==> config.mk <==
export PLATFORM = sky130hd
export DESIGN_NAME = reduction_table_loader
export DESIGN_NICKNAME = d
export VERILOG_FILES = /design/src/rtl/reduction_table_loader.sv
export SDC_FILE = /design/constraint.sdc
export NUM_CORES = 1
export LEC_CHECK = 0
export CAP_MARGIN = 20
export CORE_MARGIN = 10
export CORE_UTILIZATION = 51
export CTS_CLUSTER_DIAMETER = 120
export CTS_CLUSTER_SIZE = 14
export DETAILED_ROUTE_END_ITERATION = 10
export PLACE_DENSITY = 0.77
export SLEW_MARGIN = 20
export SYNTH_ARGS = -nofsm -noshare
export SYNTH_HDL_FRONTEND = slang
export SYNTH_SLANG_ARGS = --single-unit
==> constraint.sdc <==
create_clock -name clk -period 4.1 [get_ports clk]
set_input_delay 0.82 -clock clk [delete_from_list [all_inputs] [get_ports clk]]
set_output_delay 0.82 -clock clk [all_outputs]
set_load 0.02 [all_outputs]
==> src/rtl/reduction_table_loader.sv <==
// Streams 32-bit beats into wide table words and writes them into one of two
// block RAMs: a 256-bit coarse/fold constant table or a 260-bit fine-grain table.
// A load is described by target, base address and word count. It is range-checked
// before any beat is accepted, and it is terminated early, with the sticky error
// flag set, if s_last arrives on a beat that is not the last beat of the load.
module reduction_table_loader #(
    parameter int BEAT_W = 32,
    parameter int T1_W   = 256,
    parameter int T2_W   = 260
) (
    input  logic              clk,
    input  logic              rst,
    input  logic              cfg_start,
    input  logic              cfg_tgt,
    input  logic [10:0]       cfg_base,
    input  logic [11:0]       cfg_count,
    input  logic              s_valid,
    output logic              s_ready,
    input  logic [BEAT_W-1:0] s_data,
    input  logic              s_last,
    output logic              b1_en,
    output logic              b1_we,
    output logic [10:0]       b1_addr,
    output logic [T1_W-1:0]   b1_din,
    output logic              b2_en,
    output logic              b2_we,
    output logic [3:0]        b2_addr,
    output logic [T2_W-1:0]   b2_din,
    output logic              busy,
    output logic              done,
    output logic              err,
    output logic [11:0]       words_written
);

    // Width of the partial top beat of a fine-grain word (4 bits by default).
    localparam int TOP_W = T2_W - 8 * BEAT_W;

    typedef enum logic [2:0] {IDLE, CHECK, COLLECT, WRITE, FINISH} state_t;

    state_t           state_q, state_d;
    logic             tgt_q, tgt_d;
    logic [10:0]      addr_q, addr_d;
    logic [11:0]      count_q, count_d;
    logic [3:0]       beat_q, beat_d;
    logic [T2_W-1:0]  word_q, word_d;
    logic [11:0]      words_q, words_d;
    logic             err_q, err_d;
    logic             done_q, done_d;
    logic             busy_q, busy_d;
    logic             s_ready_q, s_ready_d;
    logic             b1_en_q, b1_en_d;
    logic [10:0]      b1_addr_q, b1_addr_d;
    logic [T1_W-1:0]  b1_din_q, b1_din_d;
    logic             b2_en_q, b2_en_d;
    logic [3:0]       b2_addr_q, b2_addr_d;
    logic [T2_W-1:0]  b2_din_q, b2_din_d;

    logic             last_beat;
    logic             final_word;
    logic             illegal;

    // Next-state, beat packing and registered-output computation.
    always_comb begin
        state_d   = state_q;
        tgt_d     = tgt_q;
        addr_d    = addr_q;
        count_d   = count_q;
        beat_d    = beat_q;
        word_d    = word_q;
        words_d   = words_q;
        err_d     = err_q;
        b1_en_d   = 1'b0;
        b1_addr_d = b1_addr_q;
        b1_din_d  = b1_din_q;
        b2_en_d   = 1'b0;
        b2_addr_d = b2_addr_q;
        b2_din_d  = b2_din_q;

        last_beat  = (beat_q == (tgt_q ? 4'd8 : 4'd7));
        final_word = (({1'b0, words_q} + 13'd1) == {1'b0, count_q});
        if (tgt_q)
            illegal = (count_q == 12'd0) ||
                      (({9'd0, addr_q[3:0]} + {1'b0, count_q}) > 13'd16);
        else
            illegal = (count_q == 12'd0) ||
                      (({2'd0, addr_q} + {1'b0, count_q}) > 13'd2048);

        case (state_q)
            IDLE: begin
                if (cfg_start) begin
                    tgt_d   = cfg_tgt;
                    addr_d  = cfg_tgt ? {7'd0, cfg_base[3:0]} : cfg_base;
                    count_d = cfg_count;
                    err_d   = 1'b0;
                    words_d = 12'd0;
                    beat_d  = 4'd0;
                    state_d = CHECK;
                end
            end
            CHECK: begin
                if (illegal) begin
                    err_d   = 1'b1;
                    state_d = FINISH;
                end else begin
                    state_d = COLLECT;
                end
            end
            COLLECT: begin
                if (s_valid && s_ready_q) begin
                    // Little-endian packing: beat k lands in bits [32k+31:32k].
                    for (int k = 0; k < 8; k++) begin
                        if (beat_q == 4'(k))
                            word_d[k*BEAT_W +: BEAT_W] = s_data;
                    end
                    if (beat_q == 4'd8)
                        word_d[T2_W-1 -: TOP_W] = s_data[TOP_W-1:0];

                    if (last_beat && final_word) begin
                        // Last word is written even without s_last, but flagged.
                        if (!s_last)
                            err_d = 1'b1;
                        state_d = WRITE;
                    end else if (s_last) begin
                        // Early terminator: drop the word being assembled.
                        err_d   = 1'b1;
                        beat_d  = 4'd0;
                        state_d = FINISH;
                    end else if (last_beat) begin
                        state_d = WRITE;
                    end else begin
                        beat_d = beat_q + 4'd1;
                    end
                end
            end
            WRITE: begin
                addr_d  = addr_q + 11'd1;
                words_d = words_q + 12'd1;
                beat_d  = 4'd0;
                if (final_word)
                    state_d = FINISH;
                else
                    state_d = COLLECT;
            end
            FINISH: begin
                state_d = IDLE;
            end
            default: begin
                state_d = IDLE;
            end
        endcase

        // The write strobe is registered so it coincides with the WRITE cycle.
        if (state_q == COLLECT && state_d == WRITE) begin
            if (tgt_q) begin
                b2_en_d   = 1'b1;
                b2_addr_d = addr_q[3:0];
                b2_din_d  = word_d;
            end else begin
                b1_en_d   = 1'b1;
                b1_addr_d = addr_q;
                b1_din_d  = word_d[T1_W-1:0];
            end
        end

        busy_d    = (state_d != IDLE);
        s_ready_d = (state_d == COLLECT);
        done_d    = (state_d == FINISH);
    end

    // Single state/output register bank; reset returns everything to zero.
    always_ff @(posedge clk) begin
        if (rst) begin
            state_q   <= IDLE;
            tgt_q     <= 1'b0;
            addr_q    <= '0;
            count_q   <= '0;
            beat_q    <= '0;
            word_q    <= '0;
            words_q   <= '0;
            err_q     <= 1'b0;
            done_q    <= 1'b0;
            busy_q    <= 1'b0;
            s_ready_q <= 1'b0;
            b1_en_q   <= 1'b0;
            b1_addr_q <= '0;
            b1_din_q  <= '0;
            b2_en_q   <= 1'b0;
            b2_addr_q <= '0;
            b2_din_q  <= '0;
        end else begin
            state_q   <= state_d;
            tgt_q     <= tgt_d;
            addr_q    <= addr_d;
            count_q   <= count_d;
            beat_q    <= beat_d;
            word_q    <= word_d;
            words_q   <= words_d;
            err_q     <= err_d;
            done_q    <= done_d;
            busy_q    <= busy_d;
            s_ready_q <= s_ready_d;
            b1_en_q   <= b1_en_d;
            b1_addr_q <= b1_addr_d;
            b1_din_q  <= b1_din_d;
            b2_en_q   <= b2_en_d;
            b2_addr_q <= b2_addr_d;
            b2_din_q  <= b2_din_d;
        end
    end

    assign s_ready       = s_ready_q;
    assign b1_en         = b1_en_q;
    assign b1_we         = b1_en_q;
    assign b1_addr       = b1_addr_q;
    assign b1_din        = b1_din_q;
    assign b2_en         = b2_en_q;
    assign b2_we         = b2_en_q;
    assign b2_addr       = b2_addr_q;
    assign b2_din        = b2_din_q;
    assign busy          = busy_q;
    assign done          = done_q;
    assign err           = err_q;
    assign words_written = words_q;

endmodule

==> reports/results.tsv, run 1 <==
stage	metric	value	unit
drt	drc	0	
grt	grt_first_pass_wirelength	162000	um
grt	grt_usage	29.6	%
power_and_ir_drop	p_seq_share	55.3	%
clock_tree	cts_buffer_depth	3	
placement	io_buffers	611	
drt	vias	28098	
drt	antenna_left	0	
yosys	syn_inst	3941	
power_and_ir_drop	switching_power	3.44	mW
yosys	ys_seq_area_share	54.6	%
sta	hold_ws	0.456	ns
drt	drt_iter0_drc	3074	
power_and_ir_drop	pwr-share-clk	40.3	%
drt	wl_per_cell	21.1	um
floorplan	coreArea	60000	um^2
hold_path	hp-class	reg -> reg	
yosys	synth_edf_count	0	
clock_tree	holdBufCountCts	0	
clock_tree	path_clk_slew	0.07	ns
yosys	syn_avg_cell_area	7.81	um^2
sta	slew_viol_final	0	
finish	finalNonFillerCells	5167	
sta	timing.final.hold_violations	0	
floorplan	die_y	266	um
clock_tree	clock-root-buffer	clkbuf_16	
grt	overflow	0	
worst_setup_path	setup.worst_path.end_class	flip-flop	
finish	syn2layout_area_growth	27.2	%
grt	antenna_found_initial	7	
yosys	synth_ff_type	dfxtp_1	
worst_setup_path	r2r_slack	0.28	ns
sta	rsz0062_at_grt	no	
placement	dp_cells	5087	
power_and_ir_drop	p_leak	13.0	nW
hold_path	holdCritStartpoint	b1_din[138]	
floorplan	initial_core_util	51.3	%
finish	drive_gt1_share	3.88	%
floorplan	ios	612	
sta	setup_violations	0	
worst_setup_path	crit_type	reg -> reg	
flow_run	cap_viol_max_count	0	
yosys	ys_ff_latch	840	
run_status	status	complete, no violations	
power_and_ir_drop	finalPower	14.9	mW
yosys	synth_area	30800	um^2
placement	placed_cell_area	37300	um^2
finish	final_common_cell	nand2_1	
power_and_ir_drop	p_sw_share	23.1	%
finish	fin_nets	4455	
worst_setup_path	arrival	4.35	ns
finish	utilization	65.3	%
placement	dp_hpwl	75000	um
yosys	synth_cell_type_count	65	
sta	fmax	0.262	GHz
sta	tightestPinTransition	1.17	ns
power_and_ir_drop	pwr-share-comb	4.4	%
drt	wirelength	109000	um
sta	finalSetupTns	0	ns
clock_tree	cts_tree	done	
worst_setup_path	r2r-end	b2_din[181]	
floorplan	num_rows	90	
floorplan	die_w	266	um
placement	gp_congestion	0.903	
yosys	async_flop_share	0	%
sta	post-route-period-util	93.1	%
clock_tree	cts_sinks	840	
worst_setup_path	worst_r2r_path_depth	11	
power_and_ir_drop	power_report.internal_total	11.5	mW
worst_setup_path	startpoint_type	flip-flop	
sta	finalCriticalPeriod	3.82	ns
power_and_ir_drop	ir_worst_vdd	267	uV
worst_setup_path	worstPathRequired	4.63	ns
yosys	syn_nets	4020	
worst_setup_path	crit_end	b2_din[181]	
finish	stdcell_area	39200	um^2
worst_setup_path	crit_start	words_written[0]	
clock_tree	numCtsBuffers	69	
sta	setup_ws	0.281	ns
placement	pre_cts_slack	0.255	ns
clock_tree	ctsHtreeMaxLevel	3	
grt	first_global_vias	26198	
sta	fin_worst_skew	0.0190	ns
sta	slew_headroom	21.5	%
yosys	yosysWarnings	0	
worst_setup_path	worst-path-max-fanout	99	
worst_setup_path	r2r_start	words_written[0]	
power_and_ir_drop	powerDensity	380	nW/um^2
finish	mostFrequentLayoutCells	nand2_1 (1610), dfxtp_1 (840), clkdlybuf4s50_1 (608)	
clock_tree	insertion_delay	0.62	ns
drt	firstDrtPassIters	6	
drt	avgViaCountPerCell	5.44	
grt	grt_max_degree	158	
floorplan	dieArea	70600	um^2
## critical path, stage by stage (launching register included)
cell,delay [ns]
dfxtp_1,0.56
ha_2,0.39
and3_1,0.33
a31oi_1,0.14
mux2i_1,0.15
a22oi_1,0.37
nand3_2,0.28
a2111oi_2,0.58
buf_12,0.41
buf_4,0.28
nand2_1,0.08
o21ai_0,0.09
## worst min path at each step
stage                       end  cells past startpoint
floorplan           word_q[255]                      2
detailed placement    b2_din[0]                      2
global route        b1_din[122]                      2
finish              b1_din[138]                      2
global placement    b2_din[164]                      2
CTS                 b1_din[248]                      2
## synth_stat cells, types with 9 or more instances
| library cell | n | area, um^2 |
|---|---|---|
| nor2_1 | 63 | 236 |
| buf_4 | 43 | 323 |
| and3_1 | 10 | 62.6 |
| xor2_1 | 9 | 78.8 |
| ha_1 | 17 | 213 |
| nand3_1 | 12 | 60.1 |
| nor3_1 | 18 | 90.1 |
| xnor2_1 | 11 | 96.3 |
| a31oi_1 | 11 | 68.8 |
| o21ai_0 | 547 | 2740 |
| mux2i_1 | 23 | 230 |
| buf_2 | 68 | 340 |
| dfxtp_1 | 840 | 16800 |
| inv_1 | 17 | 63.8 |
| nand2_1 | 1610 | 6040 |
| clkbuf_1 | 207 | 777 |
| a21oi_1 | 312 | 1560 |
## power by group through the flow
stage / registers (mW) / clock network (mW) / logic [mW]
after floorplan: 8.40 / 0 / 0.384
after global placement: 8.43 / 0 / 0.636
after detailed placement: 8.43 / 0 / 0.640
after CTS: 8.24 / 6.04 / 0.643
after global routing: 8.24 / 6.35 / 0.695
final: 8.24 / 6.00 / 0.655
## cell type report
type	instances	area (um^2)
Fill cell	5062	20800
Sequential cell	840	16800
Multi-Input combinational cell	2757	12400
Timing Repair Buffer	690	7040
Clock buffer	71	1780
Tap cell	782	978
Inverter	18	75.1
Clock inverter	4	50.0
Antenna cell	5	12.5
## logic make-up after synthesis
family	count (synthesis)	share of synthesized area, %
muxes	23	0.748
AOI/OAI and AO/OA	928	15.8
adders and majority gates	18	0.756
and+or+nand+nor	1767	22.3
DFF	840	54.6
xor gates and xnor gates	21	0.646
buffers and inverters	344	5.11
## metal layers
layer | wire length, um | global-route usage, %
met4 | 5460 | 14.6
met3 | 10800 | 8.17
met5 | 22 | 0
met1 | 43400 | 37.0
met2 | 49300 | 46.6
## flip-flops by register name (all words and copies together), names as in the netlist, 3 cells and up
register and flops:
b2_addr 4, state_q 3, b1_din 256, beat_q 4
words_written 12, word_q 260, addr_q 11, b2_din 260
b1_addr 11, count_q 12
## repair_timing
item / 4_1_cts / 5_1_grt
endpoints found under the setup margin: 0 / 63
gates resized for setup: 0 / 1
setup buffers: 0 / 0
Power figures use the tool's default switching activity.
==> inputs of run 2 (changes only) <==
GPL_TIMING_DRIVEN = 0   (was not set)
SKIP_LAST_GASP = 1   (was not set)
==> run 2 against run 1 <==
Net effect: die area stayed put; clock skew rose by 0.0037 ns; core utilization up 0.49 points; global-route usage rose by 3.1 points; total power rose by 0.33%; count of clock-buffer cells in the layout is 1 lower; critical path depth is the same; worst setup slack got worse by 0.091 ns; largest cell class unchanged.
==> reports/results.tsv, run 2 (same netlist as run 1, synthesis figures left out) <==
stage	metric	value	unit
grt	grt_first_pass_wirelength	177000	um
floorplan	dieArea	70600	um^2
sta	fmax	0.256	GHz
finish	syn2layout_area_growth	28.1	%
power_and_ir_drop	ir_worst_vdd	290	uV
placement	dp_hpwl	87400	um
run_status	status	complete, no violations	
sta	finalCriticalPeriod	3.91	ns
clock_tree	cts_buffer_depth	3	
worst_setup_path	timing.critical_path.buf_inv	4	
finish	utilization	65.8	%
grt	overflow	0	
floorplan	coreArea	60000	um^2
drt	drc	0	
finish	final_common_cell	nand2_1	
power_and_ir_drop	pwr-share-comb	4.8	%
drt	antenna_left	0	
power_and_ir_drop	power_report.internal_total	11.4	mW
grt	grt_usage	32.7	%
grt	use_met1	40.5	%
grt	grt_max_degree	15	
clock_tree	insertion_delay	0.63	ns
power_and_ir_drop	p_leak	13.3	nW
placement	io_buffers	577	
drt	wl_per_cell	22.5	um
grt	use_met2	51.6	%
sta	finalSetupTns	0	ns
clock_tree	path_clk_slew	0.07	ns
worst_setup_path	worst-path-max-fanout	10	
clock_tree	ctsHtreeMaxLevel	3	
clock_tree	holdBufCountCts	0	
finish	stdcell_area	39500	um^2
sta	setup_violations	0	
grt	antenna_found_initial	9	
drt	avgViaCountPerCell	5.60	
sta	fin_worst_skew	0.0227	ns
power_and_ir_drop	finalPower	14.9	mW
power_and_ir_drop	p_sw_share	23.7	%
drt	vias	30199	
grt	grt_most_used_layer	met2	
floorplan	die_w	266	um
finish	drive_gt1_share	4.76	%
sta	slew_viol_final	0	
finish	fillers	5185	
drt	firstDrtPassIters	6	
sta	slew_headroom	31.2	%
floorplan	initial_core_util	51.3	%
sta	rsz0062_at_grt	no	
power_and_ir_drop	pwr-share-clk	40.1	%
finish	fin_nets	4673	
placement	placed_cell_area	37600	um^2
finish	mostFrequentLayoutCells	nand2_1 (1610), dfxtp_1 (840), clkdlybuf4s50_1 (577)	
drt	drt_iter0_drc	3291	
worst_setup_path	worstPathRequired	4.58	ns
hold_path	hp-class	reg -> reg	
worst_setup_path	slowest_delay	0.53	ns
sta	post-route-period-util	95.4	%
floorplan	die_y	266	um
worst_setup_path	cp_slowest_cell	a2111oi_1	
clock_tree	cts_sinks	840	
sta	timing.final.hold_violations	0	
flow_run	cap_viol_max_count	0	
worst_setup_path	path_delay_family	buffers and inverters	
power_and_ir_drop	powerDensity	379	nW/um^2
drt	wirelength	121000	um
clock_tree	cts_tree	done	
power_and_ir_drop	switching_power	3.53	mW
clock_tree	numCtsBuffers	69	
worst_setup_path	arrival	4.39	ns
worst_setup_path	startpoint_type	flip-flop	
worst_setup_path	setup.worst_path.end_class	flip-flop	
floorplan	num_rows	90	
grt	first_global_vias	28056	
worst_setup_path	crit_type	reg -> reg	
sta	tightestPinTransition	1.03	ns
placement	gp_congestion	0.940	
grt	use_met3	8.83	%
worst_setup_path	crit_top_cell	clkbuf_1	
clock_tree	clock-root-buffer	clkbuf_16	
floorplan	ios	612	
power_and_ir_drop	p_seq_share	55.0	%
worst_setup_path	crit_chain	clkbuf_1, xor3_1, or3_1, a21oi_1, o22a_1, nand3_2, a2111oi_1, clkbuf_4, buf_4, clkbuf_1, o21ai_0	
run 2: cell types whose count changed in the layout (fill, tap and decap cells not counted), sizes merged:
cell           delta
clkbuf          +209
clkinv            -1
diode             +5
buf              +39
clkdlybuf4s50    -31
inv               +2
run 2: path summary, 6_finish.rpt:
kind	cells past startpoint	slack, ns	endpoint	start
max	11	0.19	b2_din[153]	count_q[10]
min	2	0.46	b1_din[146]	b1_din[146]
max reg2reg	11	0.19	b2_din[153]	count_q[10]
min reg2reg	2	0.46	b1_din[146]	b1_din[146]
run 2: worst register-to-register path, stage by stage, from the launching register on:
cell	delay, ns
dfxtp_1	0.34
clkbuf_1	0.28
xor3_1	0.46
or3_1	0.31
a21oi_1	0.16
o22a_1	0.25
nand3_2	0.19
a2111oi_1	0.53
clkbuf_4	0.39
buf_4	0.29
clkbuf_1	0.41
o21ai_0	0.17
run 2: through the flow:
stage / hold WS [ns] / cells / setup WS (ns)
5_1_grt: 0.467 / 5383 / 0.00696
3_3_place_gp: 0.442 / 5300 / -0.457
3_5_place_dp: 0.449 / 5302 / -0.270
4_1_cts: 0.459 / 5380 / 0.0641
6_report: 0.457 / 5390 / 0.190
2_1_floorplan: 0.459 / 3941 / 0.982
run 2: power by group through the flow:
stage / clock, mW / sequential, mW / combinational (mW)
floorplan: 0 / 8.40 / 0.384
global placement: 0 / 8.41 / 0.687
detailed placement: 0 / 8.41 / 0.692
CTS: 6.00 / 8.22 / 0.694
global route: 6.30 / 8.22 / 0.751
finish: 6.00 / 8.23 / 0.719
run 2: area by class of cell:
type	instances	area (um^2)	area share, %
Buffer	326	1520	3.86
Clock inverter	5	51.3	0.130
Timing Repair Buffer	582	5810	14.7
Sequential cell	840	16800	42.6
Tap cell	782	978	2.48
Clock buffer	70	1750	4.44
Inverter	18	67.6	0.171
Multi-Input combinational cell	2757	12400	31.5
Antenna cell	10	25.0	0.0634
run 2: timing repair:
action                     in CTS  in global routing
resized for setup               0                 17
setup endpoints to repair     267                215
buffers inserted                3                  0
pin swaps                       1                  0
hold endpoints to repair        0                  0
run 2: metal layers:
layer	share of wire (%)	routed length, um
met2	46	55300
met5	0	0
met3	11	12900
met1	39	47100
met4	5.1	6150
